--- config.mk ---
export PLATFORM = sky130hd
export DESIGN_NAME = fmdll_lock_ctrl
export DESIGN_NICKNAME = d
export VERILOG_FILES = /design/src/rtl/fmdll_pkg.sv /design/src/rtl/fmdll_code_step.sv /design/src/rtl/fmdll_lock_ctrl.sv
export SDC_FILE = /design/constraint.sdc
export NUM_CORES = 1
export LEC_CHECK = 0
export BUFFER_PORTS_ARGS = -buffer_cell sky130_fd_sc_hd__buf_4
export CORE_MARGIN = 8
export CORE_UTILIZATION = 55
export DETAILED_ROUTE_END_ITERATION = 8
export PLACE_DENSITY_LB_ADDON = 0.3
export SLEW_MARGIN = 20
export SYNTH_ARGS = -nofsm -noshare
export SYNTH_HDL_FRONTEND = slang
export SYNTH_SLANG_ARGS = --single-unit
--- constraint.sdc ---
create_clock -name clk_ext -period 3.4 [get_ports clk_ext]
set_input_delay 0.68 -clock clk_ext [delete_from_list [all_inputs] [get_ports clk_ext]]
set_output_delay 0.68 -clock clk_ext [all_outputs]
set_load 0.03 [all_outputs]
--- src/rtl/fmdll_pkg.sv ---
// fmdll_pkg: shared state type, code widths and fine-code midpoint for the FMDLL lock controller.
package fmdll_pkg;
    localparam int CW = 4;
    localparam int FW = 5;
    localparam int NW = 4;
    localparam int MW = 2;
    localparam logic [FW-1:0] FINE_MID = 5'd16;
    typedef enum logic [1:0] {IDLE, COARSE, FINE, LOCKED} state_e;
endpackage

--- src/rtl/fmdll_code_step.sv ---
// fmdll_code_step: one saturating coarse/fine correction step with fine-rollover and coarse-range error flags.
module fmdll_code_step
    import fmdll_pkg::*;
(
    input  logic          fine_mode_i,
    input  logic          up_i,
    input  logic          dn_i,
    input  logic [CW-1:0] coarse_i,
    input  logic [FW-1:0] fine_i,
    output logic [CW-1:0] coarse_o,
    output logic [FW-1:0] fine_o,
    output logic          roll_o,
    output logic          err_o
);
    logic up_only, dn_only, c_max, c_min, f_max, f_min, c_up, c_dn;
    assign up_only = up_i & ~dn_i;
    assign dn_only = dn_i & ~up_i;
    assign c_max   = &coarse_i;
    assign c_min   = coarse_i == '0;
    assign f_max   = &fine_i;
    assign f_min   = fine_i == '0;
    assign roll_o  = fine_mode_i & ((up_only & f_max) | (dn_only & f_min));
    // Coarse moves directly in coarse mode, or as a carry/borrow out of the fine code.
    assign c_up    = up_only & (~fine_mode_i | f_max);
    assign c_dn    = dn_only & (~fine_mode_i | f_min);
    assign err_o   = (c_up & c_max) | (c_dn & c_min & fine_mode_i);
    assign coarse_o = err_o ? coarse_i :
                      c_up ? coarse_i + CW'(1) :
                      (c_dn & ~c_min) ? coarse_i - CW'(1) : coarse_i;
    assign fine_o   = (err_o | ~fine_mode_i) ? fine_i :
                      roll_o ? FINE_MID :
                      up_only ? fine_i + FW'(1) :
                      dn_only ? fine_i - FW'(1) : fine_i;
endmodule

--- src/rtl/fmdll_lock_ctrl.sv ---
// fmdll_lock_ctrl: coarse/fine delay-line lock acquisition FSM for the FMDLL.
// Defining FMDLL_LOCK_TIMEOUT_EN aborts acquisition with err after 255 evaluations.
module fmdll_lock_ctrl
    import fmdll_pkg::*;
#(
    parameter int LOCK_CNT = 4
) (
    input  logic          clk_ext,
    input  logic          rst_n,
    input  logic          start,
    input  logic          stop,
    input  logic [NW-1:0] cfg_n,
    input  logic [MW-1:0] cfg_m,
    input  logic          cfg_sel,
    input  logic          pd_up,
    input  logic          pd_dn,
    input  logic [MW-1:0] m_counter,
    output logic [NW-1:0] N,
    output logic [MW-1:0] M,
    output logic          Sel,
    output logic [CW-1:0] coarse_code,
    output logic [FW-1:0] fine_code,
    output logic          locked,
    output logic          busy,
    output logic          err
);
    localparam int QW = $clog2(LOCK_CNT + 1);
    state_e        state_q, state_d;
    logic [NW-1:0] n_q, n_d;
    logic [MW-1:0] m_q, m_d;
    logic          sel_q, sel_d, err_q, err_d, settle_q, settle_d;
    logic [CW-1:0] coarse_q, coarse_d, step_coarse;
    logic [FW-1:0] fine_q, fine_d, step_fine;
    logic [QW-1:0] quiet_q, quiet_d;
    logic          tick, corr, up_only, step_roll, step_err;
`ifdef FMDLL_LOCK_TIMEOUT_EN
    logic [7:0]    to_q, to_d;
`endif
    assign up_only = pd_up & ~pd_dn;
    assign corr    = pd_up ^ pd_dn;
    assign tick    = (state_q != IDLE) && (m_counter == m_q);
    fmdll_code_step u_step (
        .fine_mode_i (state_q != COARSE),
        .up_i        (pd_up),
        .dn_i        (pd_dn),
        .coarse_i    (coarse_q),
        .fine_i      (fine_q),
        .coarse_o    (step_coarse),
        .fine_o      (step_fine),
        .roll_o      (step_roll),
        .err_o       (step_err)
    );
    always_comb begin
        state_d  = state_q;
        n_d      = n_q;
        m_d      = m_q;
        sel_d    = sel_q;
        coarse_d = coarse_q;
        fine_d   = fine_q;
        err_d    = err_q;
        quiet_d  = quiet_q;
        settle_d = settle_q;
        if (state_q == IDLE) begin
            if (start && !stop) begin
                if (cfg_n == '0 || cfg_m == '0) begin
                    err_d = 1'b1;
                end else begin
                    state_d  = COARSE;
                    n_d      = cfg_n;
                    m_d      = cfg_m;
                    sel_d    = cfg_sel;
                    coarse_d = '0;
                    fine_d   = FINE_MID;
                    quiet_d  = '0;
                    settle_d = 1'b0;
                    err_d    = 1'b0;
                end
            end
        end else if (stop) begin
            state_d  = IDLE;
            quiet_d  = '0;
            settle_d = 1'b0;
        end else if (tick && settle_q) begin
            settle_d = 1'b0;
        end else if (tick && step_err) begin
            state_d  = IDLE;
            err_d    = 1'b1;
            quiet_d  = '0;
            settle_d = 1'b0;
        end else if (tick) begin
            coarse_d = step_coarse;
            fine_d   = step_fine;
            settle_d = (step_coarse != coarse_q) || (step_fine != fine_q);
            if (state_q == COARSE) begin
                state_d = up_only ? COARSE : FINE;
            end else if (state_q == FINE) begin
                quiet_d = corr ? '0 : quiet_q + QW'(1);
                if (!corr && quiet_q + QW'(1) == QW'(LOCK_CNT)) begin
                    state_d = LOCKED;
                    quiet_d = '0;
                end
            end else if (step_roll) begin
                state_d = FINE;
                quiet_d = '0;
            end
        end
`ifdef FMDLL_LOCK_TIMEOUT_EN
        to_d = (state_d == IDLE || state_d == LOCKED) ? '0 :
               to_q + 8'(tick && !settle_q && state_q != LOCKED);
        if (to_d == 8'd255) begin
            state_d  = IDLE;
            err_d    = 1'b1;
            quiet_d  = '0;
            settle_d = 1'b0;
            to_d     = '0;
        end
`endif
    end
    always_ff @(posedge clk_ext or negedge rst_n) begin
        if (!rst_n) begin
            state_q  <= IDLE;
            n_q      <= NW'(1);
            m_q      <= MW'(1);
            sel_q    <= 1'b0;
            coarse_q <= '0;
            fine_q   <= FINE_MID;
            err_q    <= 1'b0;
            quiet_q  <= '0;
            settle_q <= 1'b0;
`ifdef FMDLL_LOCK_TIMEOUT_EN
            to_q     <= '0;
`endif
        end else begin
            state_q  <= state_d;
            n_q      <= n_d;
            m_q      <= m_d;
            sel_q    <= sel_d;
            coarse_q <= coarse_d;
            fine_q   <= fine_d;
            err_q    <= err_d;
            quiet_q  <= quiet_d;
            settle_q <= settle_d;
`ifdef FMDLL_LOCK_TIMEOUT_EN
            to_q     <= to_d;
`endif
        end
    end
    assign N           = n_q;
    assign M           = m_q;
    assign Sel         = sel_q;
    assign coarse_code = coarse_q;
    assign fine_code   = fine_q;
    assign err         = err_q;
    assign locked      = state_q == LOCKED;
    assign busy        = state_q != IDLE;
endmodule

# == Word level (Yosys, flattened, before mapping) ==
# Index checks and enable logic that the tools add are counted.
# word_totals
word_cells,139
ff_bits,23
input_bits,15
output_inout_bits,19
# classes
reduce_logical,29
addsub,5
eq_ne,16
bitwise,22
muxes,58
# op_table
cell,n
$mux W5,11
$mux W4,10
$mux W3,12
$mux W2,12
$reduce_and A6 Y1,3
$mux W1,13
$and A1 B1 Y1,11
$reduce_bool A5 Y1,2
$logic_not A4 Y1,2
$reduce_and A4 Y1,2
$ne A2 B1 Y1 const B,3
$ne A2 B2 Y1 const B,3
$ne A6 B5 Y1 const B,1
$reduce_and A3 Y1,2
$reduce_bool A2 Y1,3
$reduce_bool A6 Y1,1
$add A5 B1 Y5 const B,1
$logic_and A1 B1 Y1,5
$logic_not A5 Y1,1
$ne A5 B5 Y1,1
$not A1 Y1,5
$or A1 B1 Y1,5
$reduce_and A5 Y1,1
$sub A5 B1 Y5 const B,1
other kinds (15),19

# == Logic depth before layout (Yosys ltp) ==
# Gate-level depths: netlist of the first run.
# logic_depth
depth_word,16
mapped_depth,9
mapped_depth_nobuf,8

# == By module ==
# A second synthesis of the first run with hierarchy kept.
# unflattened
hier_cells,187
area_unflattened_um2,1905.6
# by_module_without_submodules
mod,n_inst,cells_per_inst,seq_area_each_um2,area_each_um2
fmdll_lock_ctrl,1,116,579.3,1305.0
fmdll_code_step,1,71,0.0,600.6

# == Worst setup path before layout of the first run ==
# No wires, ideal clock.
# synth_timing
kind,register -> register
startpoint,"register fine_q[0], in the netlist fine_code[0]"
endpoint,"register fine_q[4], in the netlist fine_code[4]"
setup_ns,0.081
path_slack_ns,0.829
period_less_slack_ns,2.571
n_path_buf,1
arrival_time_ns,2.490
required_time_ns,3.319
path_stages_with_launch,10
cell_sequence,dfrtp_1 > ha_1 > and3_1 > ha_1 > o21a_1 > nand4_1 > nand3_4 > or3_1 > buf_2 > o221a_1
# synth_between
elab_chain_len,13
elab_cells_between_ends,29
cone_classes,2 x add/sub; 1 x eq/ne; 9 x mux; 13 x bitwise; 4 x reduce/logical
# synth_lines
item,line_no,source
"start, declared",fmdll_lock_ctrl.sv:33,"logic [FW-1:0] fine_q, fine_d, step_fine;"
"start signal, assigned",fmdll_lock_ctrl.sv:139,fine_q <= fine_d;
$logic_not A5 Y1,fmdll_code_step.sv:21,assign f_min = fine_i == '0;
$or A1 B1 Y1,fmdll_code_step.sv:25,assign c_dn = dn_only & (~fine_mode_i | f_min);
$and A1 B1 Y1,fmdll_code_step.sv:25,
$and A1 B1 Y1 (2 in series),fmdll_code_step.sv:26,assign err_o = (c_up & c_max) | (c_dn & c_min & fine_mode_i);
$or A1 B1 Y1,fmdll_code_step.sv:26,
$or A1 B1 Y1,fmdll_code_step.sv:30,assign fine_o = (err_o | ~fine_mode_i) ? fine_i :
$mux W5,fmdll_code_step.sv:30,
$mux W5,fmdll_lock_ctrl.sv:90,end else if (tick) begin
$mux W5,fmdll_lock_ctrl.sv:85,end else if (tick && step_err) begin
$mux W5,fmdll_lock_ctrl.sv:83,end else if (tick && settle_q) begin
$mux W5,fmdll_lock_ctrl.sv:79,end else if (stop) begin
$mux W5,fmdll_lock_ctrl.sv:63,if (state_q == IDLE) begin
# Parallel ways exist; a longest one is shown, timed or not. The select of a mux whose other input is x is not followed.
# A chain may end at the register's enable or synchronous reset.

# == Worst setup path after layout of the first run ==
# Ends and elaborated chain as after synthesis.

==> results of run 1 <==
## cells by family (layout without fill, tap and decap cells)
family / Yosys count / in the layout / synth area share, %
buffers and inverters: 23 / 54 / 5.13
xor gates and xnor gates: 2 / 2 / 1.03
AOI/OAI and AO/OA: 58 / 58 / 23.4
and+or+nand+nor: 55 / 55 / 20.5
muxes: 10 / 10 / 6.52
adders and majority gates: 13 / 13 / 9.52
DFF: 23 / 23 / 33.9
## layout by cell type (no fill, tap or decap), drive strengths merged, types with 3 or more instances in the layout
| cell type | Yosys | routed |
|---|---|---|
| nand2b | 4 | 4 |
| inv | 16 | 16 |
| nor2 | 6 | 6 |
| a21oi | 13 | 13 |
| o21ai | 10 | 10 |
| buf | 1 | 34 |
| dfstp | 3 | 3 |
| clkbuf | 6 | 4 |
| or3 | 3 | 3 |
| o22ai | 5 | 5 |
| a211oi | 5 | 5 |
| nor4 | 4 | 4 |
| mux2 | 9 | 9 |
| a21o | 3 | 3 |
| nand3 | 8 | 8 |
| dfrtp | 20 | 20 |
| o211ai | 3 | 3 |
| nand2 | 12 | 12 |
| ha | 13 | 13 |
## sequential cells by signal, summed over array words and instances, names as in the netlist
register,count
fine_code,5
N,4
coarse_code,4
quiet_q,3
M,2
state_q,2
Sel,1
err,1
settle_q,1
## power by group through the flow
| stage | logic [uW] | clock network (uW) | registers [uW] |
|---|---|---|---|
| floorplan | 532 | 0 | 657 |
| global placement | 964 | 0 | 512 |
| detailed placement | 982 | 0 | 522 |
| CTS | 985 | 135 | 518 |
| global route | 1060 | 142 | 535 |
| finish | 994 | 130 | 520 |
## area by class of cell
class,count,area [um^2],share of cell area [%]
multi-input cells,138,1040,52.0
flip-flops and latches,23,579,28.9
inverters,16,60.1,3.00
repair buffers,34,255,12.7
clock buffers,4,26.3,1.31
well taps,33,41.3,2.06
## worst paths after layout
kind / endpoint / start / slack (ns) / cells past startpoint
setup / recovery: fine_code[4] / fine_code[0] / 0.69 / 8
hold / removal: fine_code[1] / rst_n / 0.23 / 1
setup reg to reg: fine_code[4] / fine_code[0] / 0.69 / 8
hold reg to reg: quiet_q[0] / quiet_q[0] / 0.49 / 1
max in group asynchronous: M[0] / rst_n / 2.88 / 1
min in group clk_ext: quiet_q[0] / quiet_q[0] / 0.49 / 1
## worst max-delay path, stage by stage (launching register included)
cell and delay, ns:
dfrtp_1 0.50, ha_1 0.26, and3_1 0.18, ha_1 0.23, o21a_1 0.26, nand4_1 0.28, nand3_4 0.17, or3_1 0.50
o221a_1 0.27
## routing by layer
metal,wire [um],vias to the layer above,global-route usage [%]
met5,0,-,0
met4,78,0,7.94
met3,293,8,2.37
met2,2130,61,26.6
met1,1860,734,21.3
li1,-,749,-
## metrics by stage
step	worst slack, ns	hold WS [ns]	area [um^2]
2_1_floorplan	0.829	0.384	1710
3_3_place_gp	0.754	0.466	1980
3_5_place_dp	0.631	0.482	1980
4_1_cts	0.709	0.234	2000
5_1_grt	0.577	0.239	2000
6_report	0.688	0.233	2000
==> flow_summary.json, run 1 <==
{
  "synthArstFlopShare_pct": 100,
  "rsz0062_at_grt": "no",
  "setup_viol": 0,
  "cts-root-buf": "clkbuf_4",
  "grt_usage_pct": 16.6,
  "p_leak_uw": 0.000895,
  "drc": 0,
  "cts_hold_buf": 0,
  "first_pass_iters": 4,
  "critPathMaxFanout": 9,
  "critical_path_class": "reg2reg",
  "min_period_ns": 2.71,
  "nets": 244,
  "power.total_uw": 1640,
  "cp.required_ns": 3.66,
  "final_util_pct": 66.7,
  "gp_congestion": 0.944,
  "clock_latency_ns": 0.31,
  "grt_max_degree": 24,
  "viasPerCell": 6.26,
  "timing.fmax_mhz": 369,
  "synth.top_cell.area_share_pct": 29.3,
  "power.density_nw_per_um2": 821,
  "start_util_pct": 56.9,
  "p_comb_share_pct": 60.4,
  "ys_types": 52,
  "synthTopCellsByArea": "dfrtp_1 (29%), ha_1 (9.5%), mux2_2 (5.9%)",
  "die_area_um2": 5140,
  "fp-row-count": 20,
  "synth_seq_cells": 23,
  "drt.antenna.violating_nets": 0,
  "synth_warnings": 0,
  "cap_viol_max_count": 0,
  "dp_cells": 244,
  "ys_seq_area_share_pct": 33.9,
  "cp.arrival_ns": 2.97,
  "grt-ovfl-total": 0,
  "ir_drop_v": 0.000457,
  "clk_transition_reported_paths_ns": 0.12,
  "seq_power_share_pct": 31.6,
  "grt_first_pass_wirelength_um": 6900,
  "grt_pass1_vias": 1456,
  "synth_edf_count": 0,
  "hold_violations": 0,
  "finalSetupTns_ns": 0,
  "synth-main-ff-cell": "dfrtp_1",
  "ios": 34,
  "yosysMostFrequentCell": "dfrtp_1",
  "syn2layout_area_growth_pct": 17.3,
  "wl_um": 4370,
  "fin_skew_ns": 0.00210,
  "hp-class": "in2async",
  "synth_common_cells": "dfrtp_1 (20), inv_1 (16), a21oi_1 (13), ha_1 (13), nand2_1 (12)",
  "antennaDiodeCount": 0,
  "worst_slew_pin_slew_ns": 0.547,
  "cts_buffer_depth": 2,
  "cts_tree": "done",
  "synth_cells": 184,
  "power.switching_uw": 808,
  "slew_violations": 0,
  "htreeDepth": 1,
  "die_h_um": 71.7,
  "slew_headroom_pct": 63.5,
  "cts_resized": 0,
  "endpoint_kind": "register",
  "antenna_found_initial": 0,
  "wire_per_inst_um": 17.6,
  "clock-sinks": 23,
  "cts_setup_buffers": 0,
  "cts_buffers": 3,
  "period_share_pct": 79.8,
  "clkPwrFrac_pct": 7.9,
  "dieWidth_um": 71.7,
  "syn_area_per_cell_um2": 9.28,
  "port_buffers": 33,
  "fillCellCount": 259,
  "synth_area_um2": 1710,
  "p_sw_share_pct": 49.1,
  "power.internal_uw": 836,
  "layout-drive-gt1-share_pct": 27.4,
  "final_cells": 248,
  "dp_hpwl_um": 3390,
  "vias": 1552,
  "startpoint_type": "register",
  "synth_nets": 212,
  "core-area_um2": 3000,
  "outcome": "completed",
  "drtIter0Drc": 170,
  "yosysTopAreaCell": "dfrtp_1"
}
Power figures use the tool's default switching activity.
==> run 2, diff against run 1 <==
--- a/config.mk
+++ b/config.mk
@@ -7,7 +7,7 @@
 export LEC_CHECK = 0
 export BUFFER_PORTS_ARGS = -buffer_cell sky130_fd_sc_hd__buf_4
 export CORE_MARGIN = 8
-export CORE_UTILIZATION = 55
+export CORE_UTILIZATION = 50
 export DETAILED_ROUTE_END_ITERATION = 8
 export PLACE_DENSITY_LB_ADDON = 0.3
 export SLEW_MARGIN = 20
==> constraint.sdc (replaced) <==
create_clock -name clk_ext -period 2.25 [get_ports clk_ext]
set_input_delay 0.45 -clock clk_ext [delete_from_list [all_inputs] [get_ports clk_ext]]
set_output_delay 0.45 -clock clk_ext [all_outputs]
set_load 0.03 [all_outputs]
==> run 2 against run 1 <==
Wire length increased by 9.7%; critical path type unchanged; non-clock buffer count increased by 25; utilization increased by 2.7 points; via count increased by 8.9%; the run now ends with hold timing left; highest routed layer unchanged; maximum frequency increased by 21%; power increased by 66%; die area increased by 7.7%; global-route usage increased by 1.3 points; clock power increased by 58%; register-to-register slack got worse by 0.68 ns; combinational power increased by 78%.
==> flow_summary.json, run 2 (synthesis results as in run 1) <==
{
  "outcome": "complete, but fails checks",
  "violations": "hold timing",
  "antennaDiodeCount": 0,
  "dieWidth_um": 74.4,
  "grt_first_pass_wirelength_um": 7870,
  "cts-root-buf": "clkbuf_4",
  "critPathMaxFanout": 6,
  "startpoint_type": "register",
  "drtIter0Drc": 129,
  "setup_viol": 0,
  "cpLargestDelayFamily": "simple AND/OR/NAND/NOR gates",
  "fin_skew_ns": 0.00535,
  "r2r_cells": 8,
  "crit_path_end": "fine_code[1]",
  "power.density_nw_per_um2": 1190,
  "grt_usage_pct": 17.9,
  "syn2layout_area_growth_pct": 34.6,
  "largest_reg_flops": 5,
  "r2r-start": "fine_code[1]",
  "power.total_uw": 2730,
  "core-area_um2": 3310,
  "cp_cell_sequence": "ha_4, and3_4, ha_4, o21a_1, nand4_1, nand3_4, or3_4, o22ai_1",
  "ios": 34,
  "crit_start": "fine_code[1]",
  "p_leak_uw": 0.00102,
  "cp.depth": 8,
  "start_util_pct": 51.6,
  "grt-ovfl-total": 0,
  "dp_hpwl_um": 3630,
  "grtUsageMet1_pct": 22.1,
  "gp_congestion": 0.914,
  "finalSetupTns_ns": 0,
  "wire_per_inst_um": 16.8,
  "slowest_delay_ns": 0.48,
  "wl_um": 4790,
  "drc": 0,
  "first_pass_iters": 4,
  "hp-class": "in2async",
  "timing.fmax_mhz": 447,
  "endpoint_kind": "register",
  "cp.required_ns": 2.48,
  "antenna_found_initial": 0,
  "final_common_cell": "buf_4",
  "drt.antenna.violating_nets": 0,
  "ir_drop_v": 0.000752,
  "die_area_um2": 5540,
  "vias": 1690,
  "hold_violations": 3,
  "critical_path_class": "reg2reg",
  "clock_latency_ns": 0.32,
  "clock-sinks": 23,
  "fp-row-count": 21,
  "reg2reg_slack_ns": 0.01,
  "nets": 269,
  "hold_slack_ns": -0.00383,
  "cp.arrival_ns": 2.47,
  "grt-busiest-layer": "met2",
  "final_cell_mix": "buf_4 (58), dfrtp_1 (18), inv_1 (14)",
  "period_share_pct": 99.5,
  "layout-drive-gt1-share_pct": 40.8,
  "grtUsageMet2_pct": 30.6,
  "slew_headroom_pct": 60.8,
  "viasPerCell": 5.91,
  "min_period_ns": 2.24,
  "cts_buffer_depth": 2,
  "die_h_um": 74.4,
  "cts_buffers": 3,
  "clk_transition_reported_paths_ns": 0.14,
  "met3_usage_pct": 2.83,
  "fillCellCount": 283,
  "cap_viol_max_count": 0,
  "cpMostUsedCell": "ha_4",
  "port_buffers": 33,
  "final_util_pct": 69.4,
  "worst_slew_pin_slew_ns": 0.586,
  "r2r-end": "fine_code[1]",
  "grt_max_degree": 24,
  "htreeDepth": 1,
  "cp_slowest_cell": "dfrtp_2",
  "rsz0062_at_grt": "yes",
  "cts_tree": "done",
  "path_buf_inv": 0,
  "slew_violations": 0,
  "grt_pass1_vias": 1673
}
run 2: cell types whose count changed in the layout (fill, tap and decap cells not counted), sizes merged:
cell | previous run | this run
clkinv | 0 | 1
buf | 34 | 59
clkbuf | 4 | 3
run 2: area by class of cell:
type / count / area, um^2 / area share, %
Multi-Input combinational cell: 138 / 1120 / 48.6
Inverter: 16 / 60.1 / 2.61
Sequential cell: 23 / 582 / 25.3
Timing Repair Buffer: 59 / 455 / 19.8
Clock buffer: 3 / 22.5 / 0.980
Tap cell: 46 / 57.6 / 2.50
Clock inverter: 1 / 5.00 / 0.218
run 2: worst min-delay path by stage:
stage / from / endpoint / slack [ns] / depth (start not counted)
after floorplan: rst_n / M[1] / 0.15 / 0
after global placement: rst_n / fine_code[2] / 0.36 / 1
after detailed placement: rst_n / fine_code[2] / 0.37 / 1
after CTS: rst_n / coarse_code[3] / 0.008 / 1
after global routing: rst_n / coarse_code[2] / 0.01 / 1
final: rst_n / fine_code[2] / -0.004 / 1
run 2: where the power goes:
group | leakage, uW | switching [uW] | internal, uW
registers | 0.000290 | 177 | 584
logic | 0.000716 | 990 | 777
clock network | 0.0000177 | 140 | 66.6
run 2: through the flow:
step           std cells  instance area (um^2)  setup slack [ns]
2_1_floorplan        184                  1750           -0.0481
3_3_place_gp         274                  2170            0.0324
3_5_place_dp         274                  2170          -0.00386
4_1_cts              281                  2230            0.0156
5_1_grt              286                  2300           -0.0627
6_report             286                  2300            0.0109
run 2: per-layer routing:
| metal | part of all wire (%) | up-vias |
|---|---|---|
| met4 | 1.4 | 0 |
| met1 | 43 | 826 |
| li1 | - | 801 |
| met3 | 5.6 | 8 |
| met2 | 50 | 55 |
| met5 | 0 | - |
run 2: what timing repair did:
action                     in CTS  in global routing
pin swaps                       1                  6
setup endpoints to repair       2                 12
hold buffers                    0                  0
setup buffers                   3                  5
gates resized for setup         2                  8
